==> src/rtl/circ_fifo_pkg.sv <==
// Shared constants and types for the circular FIFO and its link.
package circ_fifo_pkg;

    localparam int unsigned WORD_W     = 32;
    localparam int unsigned DEPTH_LOG2 = 2;

    typedef logic [WORD_W-1:0] word_t;

endpackage : circ_fifo_pkg

==> src/rtl/circ_fifo_if.sv <==
// FIFO link between a producer/consumer (master) and the FIFO (slave).
interface circ_fifo_if
    import circ_fifo_pkg::*;
#(
    parameter int unsigned WIDTH = WORD_W,
    parameter int unsigned DEPTH = DEPTH_LOG2
);

    logic             read;
    logic             write;
    logic [WIDTH-1:0] datain;
    logic [WIDTH-1:0] dataout;
    logic             empty;
    logic             full;
    logic [DEPTH:0]   count;

    modport master (
        output read,
        output write,
        output datain,
        input  dataout,
        input  empty,
        input  full,
        input  count
    );

    modport slave (
        input  read,
        input  write,
        input  datain,
        output dataout,
        output empty,
        output full,
        output count
    );

endinterface : circ_fifo_if

==> src/rtl/circ_fifo_mem.sv <==
// Storage array for circ_fifo: one synchronous write port, one combinational read port.
module fifo_mem #(
    parameter int unsigned WIDTH = 32,
    parameter int unsigned DEPTH = 2
) (
    input  logic             clk,
    input  logic             we,
    input  logic [DEPTH-1:0] waddr,
    input  logic [WIDTH-1:0] wdata,
    input  logic [DEPTH-1:0] raddr,
    output logic [WIDTH-1:0] rdata
);

    localparam int unsigned ENTRIES = 2 ** DEPTH;

    logic [WIDTH-1:0] mem [ENTRIES];

    // Write port; contents are intentionally not reset.
    always_ff @(posedge clk) begin
        if (we) begin
            mem[waddr] <= wdata;
        end
    end

    assign rdata = mem[raddr];

endmodule : fifo_mem

==> src/rtl/circ_fifo.sv <==
// Single-clock FIFO with a circular mode in which reads rotate words back to the tail.
module circ_fifo
    import circ_fifo_pkg::*;
#(
    parameter int unsigned WIDTH = WORD_W,
    parameter int unsigned DEPTH = DEPTH_LOG2
) (
    input  logic       clk,
    input  logic       reset,
    input  logic       circular,
    circ_fifo_if.slave link
);

    localparam int unsigned CAP = 2 ** DEPTH;

    logic [DEPTH-1:0] rd_ptr_q, rd_ptr_d;
    logic [DEPTH-1:0] wr_ptr_q, wr_ptr_d;
    logic [DEPTH:0]   count_q,  count_d;
    logic [WIDTH-1:0] dout_q,   dout_d;

    logic             is_empty;
    logic             is_full;
    logic             rd_ok;
    logic             wr_ok;
    logic             rotate;
    logic             mem_we;
    logic [WIDTH-1:0] mem_wdata;
    logic [WIDTH-1:0] mem_rdata;

    assign is_empty = (count_q == '0);
    assign is_full  = (count_q == (DEPTH+1)'(CAP));

    // Qualify requests and compute next pointer/count/data state.
    always_comb begin
        rd_ok     = 1'b0;
        wr_ok     = 1'b0;
        rotate    = 1'b0;
        mem_we    = 1'b0;
        mem_wdata = link.datain;
        rd_ptr_d  = rd_ptr_q;
        wr_ptr_d  = wr_ptr_q;
        count_d   = count_q;
        dout_d    = dout_q;

        rd_ok  = link.read & ~is_empty;
        rotate = circular & rd_ok;
        if (circular) begin
            // Rotation wins over a same-cycle write.
            wr_ok = link.write & ~is_full & ~rd_ok;
        end else begin
            wr_ok = link.write & (~is_full | rd_ok);
        end

        mem_we    = (wr_ok | rotate) & ~reset;
        mem_wdata = rotate ? mem_rdata : link.datain;

        rd_ptr_d = rd_ptr_q + DEPTH'(rd_ok);
        wr_ptr_d = wr_ptr_q + DEPTH'(wr_ok | rotate);
        count_d  = count_q + (DEPTH+1)'(wr_ok) - (DEPTH+1)'(rd_ok & ~circular);

        if (rd_ok) begin
            dout_d = mem_rdata;
        end
    end

    // State registers with synchronous reset.
    always_ff @(posedge clk) begin
        if (reset) begin
            rd_ptr_q <= '0;
            wr_ptr_q <= '0;
            count_q  <= '0;
            dout_q   <= '0;
        end else begin
            rd_ptr_q <= rd_ptr_d;
            wr_ptr_q <= wr_ptr_d;
            count_q  <= count_d;
            dout_q   <= dout_d;
        end
    end

    fifo_mem #(
        .WIDTH (WIDTH),
        .DEPTH (DEPTH)
    ) u_mem (
        .clk   (clk),
        .we    (mem_we),
        .waddr (wr_ptr_q),
        .wdata (mem_wdata),
        .raddr (rd_ptr_q),
        .rdata (mem_rdata)
    );

    assign link.dataout = dout_q;
    assign link.count   = count_q;
    assign link.empty   = is_empty;
    assign link.full    = is_full;

endmodule : circ_fifo

==> src/flat_wrapper.sv <==
// flat-port wrapper written by rule: the top's interface ports become plain ports
module circ_fifo_flat import circ_fifo_pkg::*;
#(
    parameter int unsigned WIDTH = WORD_W,
    parameter int unsigned DEPTH = DEPTH_LOG2
)
  (clk, reset, circular, link_read, link_write, link_datain, link_dataout, link_empty, link_full, link_count);
  circ_fifo_if #(.WIDTH(WIDTH), .DEPTH(DEPTH)) link_i ();
  input  logic clk;
  input  logic reset;
  input  logic circular;
  input wire logic [$bits(link_i.read)-1:0] link_read;
  input wire logic [$bits(link_i.write)-1:0] link_write;
  input wire logic [$bits(link_i.datain)-1:0] link_datain;
  output wire logic [$bits(link_i.dataout)-1:0] link_dataout;
  output wire logic [$bits(link_i.empty)-1:0] link_empty;
  output wire logic [$bits(link_i.full)-1:0] link_full;
  output wire logic [$bits(link_i.count)-1:0] link_count;
  assign link_i.read = link_read;
  assign link_i.write = link_write;
  assign link_i.datain = link_datain;
  assign link_dataout = link_i.dataout;
  assign link_empty = link_i.empty;
  assign link_full = link_i.full;
  assign link_count = link_i.count;
  circ_fifo #(.WIDTH(WIDTH), .DEPTH(DEPTH)) u_core (.clk(clk), .reset(reset), .circular(circular), .link(link_i));
endmodule
==> config.mk <==
export PLATFORM = sky130hd
export DESIGN_NAME = circ_fifo_flat
export DESIGN_NICKNAME = d
export VERILOG_FILES = /design/src/rtl/circ_fifo_pkg.sv /design/src/rtl/circ_fifo_if.sv /design/src/rtl/circ_fifo_mem.sv /design/src/rtl/circ_fifo.sv /design/src/flat_wrapper.sv
export SDC_FILE = /design/constraint.sdc
export NUM_CORES = 1
export LEC_CHECK = 0
export ABC_CLOCK_PERIOD_IN_PS = 5000
export CORE_MARGIN = 1.5
export CORE_UTILIZATION = 56
export CTS_CLUSTER_SIZE = 20
export DETAILED_ROUTE_END_ITERATION = 8
export PLACE_DENSITY = 0.77
export SLEW_MARGIN = 20
export SYNTH_ARGS = -nofsm -noshare
export SYNTH_HDL_FRONTEND = slang
export SYNTH_HIERARCHICAL = 1
export SYNTH_SLANG_ARGS = --single-unit
==> constraint.sdc <==
create_clock -name clk -period 5 [get_ports clk]
set_input_delay 1.25 -clock clk [delete_from_list [all_inputs] [get_ports clk]]
set_output_delay 1.25 -clock clk [all_outputs]
set_load 0.005 [all_outputs]
==> flow_summary.ini, run 1 <==
[run_status]
status = finished with violations
violations = design-rule violations

[worst_setup_path]
crit_slowest_cell = clkdlybuf4s50_1
cp_data_arrival_time_ns = 3.50
required_ns = 5.28
critPathMaxStageDelay_ns = 0.63
endpoint_kind = register
crit_type = primary input to register
crit_path_max_fanout = 5
start_kind = primary input
worstPathCellList = clkdlybuf4s50_1 > nor3_1 > a21oi_1 > o21ai_0 > ha_1 > inv_1 > ha_1 > fa_1 > xnor2_1 > xnor2_1 > nor2_1

[pwr]
total_power_mw = 4.13
vdd_drop_max_mv = 0.405
power.share.switching = 0.268
p_comb_frac = 0.257
seqPwrFrac = 0.448
clockPowerShare = 0.295
power.switching_mw = 1.11
p_per_area_nw_per_um2 = 516
p_int_mw = 3.02
p_leak_nw = 2.74

[timing]
slew_headroom = 0.382
layout_setup_ws_ns = 1.78
finalHoldViolations = 0
layout_worst_path_cycle_share = 0.644
slew_viol_final = 0
clock_skew_ns = 0.00986
fmax_mhz = 310
tns_ns = 0
worst_pin_slew_ns = 0.926
min_period_ns = 3.22
rsz0062_at_grt = no
setup_violations = 0

[grt]
grt_pass1_wl_um = 19600
grt_max_degree = 41
grt_pass1_vias = 3700
grtUsageTotal = 0.213
overflow = 0
antenna_found_initial = 0

[logic_synthesis]
ys_top_cells_by_area = edfxtp_1 57%, dfxtp_1 12%, mux4_2 10%, mux2_4 6.7%, nand2_1 3.6%
syn_area_um2 = 6710
synthTopCellsByCount = 128 x edfxtp_1, 64 x nand2_1, 39 x dfxtp_1
ys_seq_area_frac = 0.689
ys.flop_type = edfxtp_1
syn-num-nets = 427
synth.top_cell.area_share = 0.573
async_flop_share = 0
synth_top_area_cell = edfxtp_1
avgSynthCellArea_um2 = 17.4
synth_warnings = 6
ys_types = 28
synth_most_common_cell = edfxtp_1
yosys_register_bits = 167
synth_edf_count = 128
syn_inst = 385

[floorplan]
die_w_um = 112
num_rows = 39
die_h_um = 112
core_region_area_um2 = 11600
ioPinCount = 74
die_area_um2 = 12600
initial_utilization = 0.580

[cells_and_area]
multi_input_area_um2 = 1880
instances_no_fill = 616
area_growth_pct = 19.3
fillers = 752
num_antenna_cells = 0
final_nets = 502
drive_gt1_frac = 0.220
regArea_um2 = 4630

[route]
wirelength_um = 12400
dr.pass1.iters = 9
drt_iter0_markers = 312
vias_per_cell = 5.73
vias = 3529
drc = 6
avgRoutedWirePerCell_um = 20.1
final_antenna_net_count = 0

[clock_tree]
post-cts-setup-buffer-count = 0
cts_root_buf = clkbuf_16
cts_buffers = 17
cts_max_path_buffers = 2
clk_pin_slew_worst_paths_ns = 0.06
cts_tree = built
clock-sinks = 167
cts.repair.resized = 0
holdBufCountCts = 0
htreeDepth = 4
clk_latency_ns = 0.42

[worst_hold_path]
min_path_type = register to register

[place]
port_buffers = 73
dp_hpwl_um = 7010
preCtsSetupSlack_ns = 1.37
dp_cells = 584
routabilityCongestion = 0.779

[job]
cap_violations = 0
registers in the layout (all words and copies together), names as in the netlist:
name / cells
u_core/link.count: 3
u_core/link.dataout: 32
u_core/rd_ptr_q: 2
u_core/u_mem/mem: 128
u_core/wr_ptr_q: 2
worst paths after layout:
check        cells after the start                       to  slack, ns               startpoint
max                             11     u_core/link.count[2]       1.78                link_read
min reg2reg                      2  u_core/link.dataout[10]       0.45  u_core/link.dataout[10]
max reg2reg                      9     u_core/link.count[2]       2.48     u_core/link.count[1]
min                              2  u_core/link.dataout[10]       0.45  u_core/link.dataout[10]
power by group through the flow:
stage / sequential, mW / combinational (mW) / clock [mW]
after global placement: 1.87 / 1.03 / 0
after global routing: 1.87 / 1.14 / 1.30
after floorplan: 1.83 / 0.789 / 0
after CTS: 1.85 / 1.07 / 1.24
final: 1.85 / 1.06 / 1.22
after detailed placement: 1.88 / 1.06 / 0
cell type report:
cell class / instances / area share
Sequential cell: 167 / 0.578
Multi-Input combinational cell: 192 / 0.235
Timing Repair Buffer: 76 / 0.0935
Clock buffer: 22 / 0.0555
Tap cell: 143 / 0.0223
Clock inverter: 10 / 0.0133
Inverter: 6 / 0.00281
worst max-delay path, delay by kind of cell:
kind / cells / cell delay, ns
adders and majority gates: 3 / 0.86
xor gates and xnor gates: 2 / 0.34
AOI/OAI and AO/OA: 2 / 0.21
and+or+nand+nor: 2 / 0.16
buffers and inverters: 2 / 0.67
routing by layer:
layer / vias up / GRT usage / share of wire
li1: 1616 / - / -
met1: 1797 / 0.274 / 0.43
met3: 12 / 0.0535 / 0.046
met5: - / 0 / 0
met4: 0 / 0.0835 / 0.016
met2: 104 / 0.352 / 0.51
layout by cell type, fill, tap and decap left out, types with 3 or more instances in the layout:
cell type and instances:
xnor2_1 4, mux4_2 30, clkbuf_16 17, nand2_1 64, clkbuf_1 5, clkdlybuf4s50_1 72, inv_1 5, nor2_1 5
buf_4 3, clkinv_2 5, dfxtp_1 37, edfxtp_1 128, ha_1 4, mux2_4 30, a21oi_1 35, nor2b_1 4
logic make-up (layout without fill, tap and decap cells):
kind of cell,count (synthesis),in the layout,share of synthesized area
muxes,64,64,0.179
AOI/OAI and AO/OA,37,37,0.0300
DFF,167,167,0.689
adders and majority gates,5,5,0.0104
and+or+nand+nor,82,82,0.0541
xor gates and xnor gates,4,4,0.00522
buffers and inverters,26,114,0.0319
per-stage QoR:
step	util	area (um^2)	hold WS (ns)
global route	0.692	8010	0.474
detailed placement	0.645	7460	0.446
finish	0.692	8010	0.451
floorplan	-	6710	0.453
CTS	0.692	8010	0.454
global placement	0.645	7460	0.441
No activity file was read; power rests on OpenSTA's default activity.
==> run 2, diff against run 1 <==
--- a/config.mk
+++ b/config.mk
@@ -5,7 +5,7 @@
 export SDC_FILE = /design/constraint.sdc
 export NUM_CORES = 1
 export LEC_CHECK = 0
-export ABC_CLOCK_PERIOD_IN_PS = 5000
+export ABC_CLOCK_PERIOD_IN_PS = 3050
 export CORE_MARGIN = 1.5
 export CORE_UTILIZATION = 56
 export CTS_CLUSTER_SIZE = 20
==> constraint.sdc (replaced) <==
create_clock -name clk -period 3.05 [get_ports clk]
set_input_delay 0.7625 -clock clk [delete_from_list [all_inputs] [get_ports clk]]
set_output_delay 0.7625 -clock clk [all_outputs]
set_load 0.005 [all_outputs]
==> run 2 against run 1 <==
Compared with the run above: the run still ends with design-rule violations left; register-to-register slack got worse by 1.8 ns; via count up 1.8%; die area is the same; sequential power rose by 64%; clock skew grew 0.0055 ns; clock-buffer cell count is 1 lower; worst hold slack better by 0.0011 ns; global-route usage up 0.84 points; flip-flop and latch count unchanged; final cell count increased by 1.9%; largest power group unchanged; highest routed layer unchanged.
==> flow_summary.ini, run 2 (synthesis results as in run 1) <==
[run_status]
status = finished with violations
violations = design-rule violations

[route]
vias = 3594
drt_iter0_markers = 227
drc = 5
final_antenna_net_count = 0
avgRoutedWirePerCell_um = 20.7
dr.pass1.iters = 7
wirelength_um = 13000
vias_per_cell = 5.72

[pwr]
p_leak_nw = 2.88
p_per_area_nw_per_um2 = 861
vdd_drop_max_mv = 0.516
power.share.switching = 0.259
power.switching_mw = 1.85
clockPowerShare = 0.322
total_power_mw = 7.17
seqPwrFrac = 0.424
p_int_mw = 5.31
p_comb_frac = 0.253

[place]
port_buffers = 73
dp_hpwl_um = 7650
routabilityCongestion = 0.782
dp_cells = 596

[grt]
grtUsageTotal = 0.221
overflow = 0
grt_pass1_vias = 3798
antenna_found_initial = 0
busiest_layer = met2
grtUsageMet3 = 0.0486
grt_max_degree = 40
grt_util_met1 = 0.276
grt_pass1_wl_um = 20500
grt_use_met2 = 0.385

[cells_and_area]
regMostFlops = u_core/u_mem/mem
area_growth_pct = 24.1
multi_input_area_um2 = 1890
drive_gt1_frac = 0.247
instances_no_fill = 628
num_antenna_cells = 0
layout_common_cells = 128 x edfxtp_1, 72 x clkdlybuf4s50_1, 64 x nand2_1, 37 x dfxtp_1, 35 x a21oi_1
fillers = 735
regArea_um2 = 4630
largest_reg_flops = 128
final_common_cell = edfxtp_1
final_nets = 514

[floorplan]
die_h_um = 112
die_area_um2 = 12600
num_rows = 39
core_region_area_um2 = 11600
die_w_um = 112
ioPinCount = 74
initial_utilization = 0.580

[clock_tree]
clk_pin_slew_worst_paths_ns = 0.06
holdBufCountCts = 0
post-cts-setup-buffer-count = 0
cts.repair.resized = 0
htreeDepth = 4
cts_root_buf = clkbuf_16
clock-sinks = 167
cts_buffers = 17
clk_latency_ns = 0.42
cts_tree = built
cts_max_path_buffers = 2

[worst_setup_path]
worstPathCellList = or3b_2 > inv_1 > clkdlybuf4s50_1
required_ns = 2.29
crit_slowest_cell = or3b_2
crit_type = register to primary output
crit_path_max_fanout = 5
reg2reg_slack_ns = 0.69
critPathMaxStageDelay_ns = 0.49
cp_data_arrival_time_ns = 1.93
endpoint_kind = primary output
start_kind = register

[timing]
slew_headroom = 0.385
fmax_mhz = 371
min_period_ns = 2.70
rsz0062_at_grt = no
slew_viol_final = 0
tns_ns = 0
setup_violations = 0
clock_skew_ns = 0.0154
finalHoldViolations = 0
worst_pin_slew_ns = 0.922
layout_worst_path_cycle_share = 0.884

[job]
cap_violations = 0

[worst_hold_path]
min_path_type = register to register
==> run 2: per-stage QoR <==
step	instance area, um^2	worst slack [ns]	util	hold WS (ns)
finish	8330	0.354	0.720	0.452
global route	8330	0.256	0.720	0.471
detailed placement	7660	0.0324	0.663	0.447
CTS	8330	0.328	0.720	0.456
floorplan	6710	0.0730	-	0.453
global placement	7660	0.0966	0.663	0.442
==> run 2: cell type report <==
cell class | count | share of cell area
sequential | 167 | 0.556
clock inverter | 11 | 0.0201
timing repair buffer | 88 | 0.114
tap | 143 | 0.0215
inverter | 6 | 0.00271
clock buffer | 21 | 0.0592
multi-input combinational | 192 | 0.226
==> run 2: path summary, 6_finish.rpt <==
check | to | from | cells past startpoint
max | link_full | u_core/link.count[2] | 3
min reg2reg | u_core/link.dataout[14] | u_core/link.dataout[14] | 2
min | u_core/link.dataout[14] | u_core/link.dataout[14] | 2
max reg2reg | u_core/link.count[2] | u_core/link.count[1] | 10
==> run 2: power by group through the flow <==
stage,registers (mW),logic [mW],clock network (mW)
finish,3.04,1.82,2.31
global route,3.08,1.97,2.43
global placement,3.07,1.77,0
floorplan,3.00,1.29,0
detailed placement,3.09,1.81,0
CTS,3.05,1.84,2.34
==> run 2: per-layer routing <==
| layer | part of all wire | up-vias | routed length [um] |
|---|---|---|---|
| met5 | 0 | - | 0 |
| met2 | 0.54 | 90 | 6960 |
| met4 | 0.011 | 0 | 144 |
| met1 | 0.41 | 1853 | 5390 |
| li1 | - | 1639 | - |
| met3 | 0.039 | 12 | 505 |
==> run 2: worst max-delay path: cells and delay by family, from the launching register on <==
| family | cells | cell delay, ns |
|---|---|---|
| and+or+nand+nor | 1 | 0.49 |
| DFF | 1 | 0.47 |
| buffers and inverters | 2 | 0.56 |
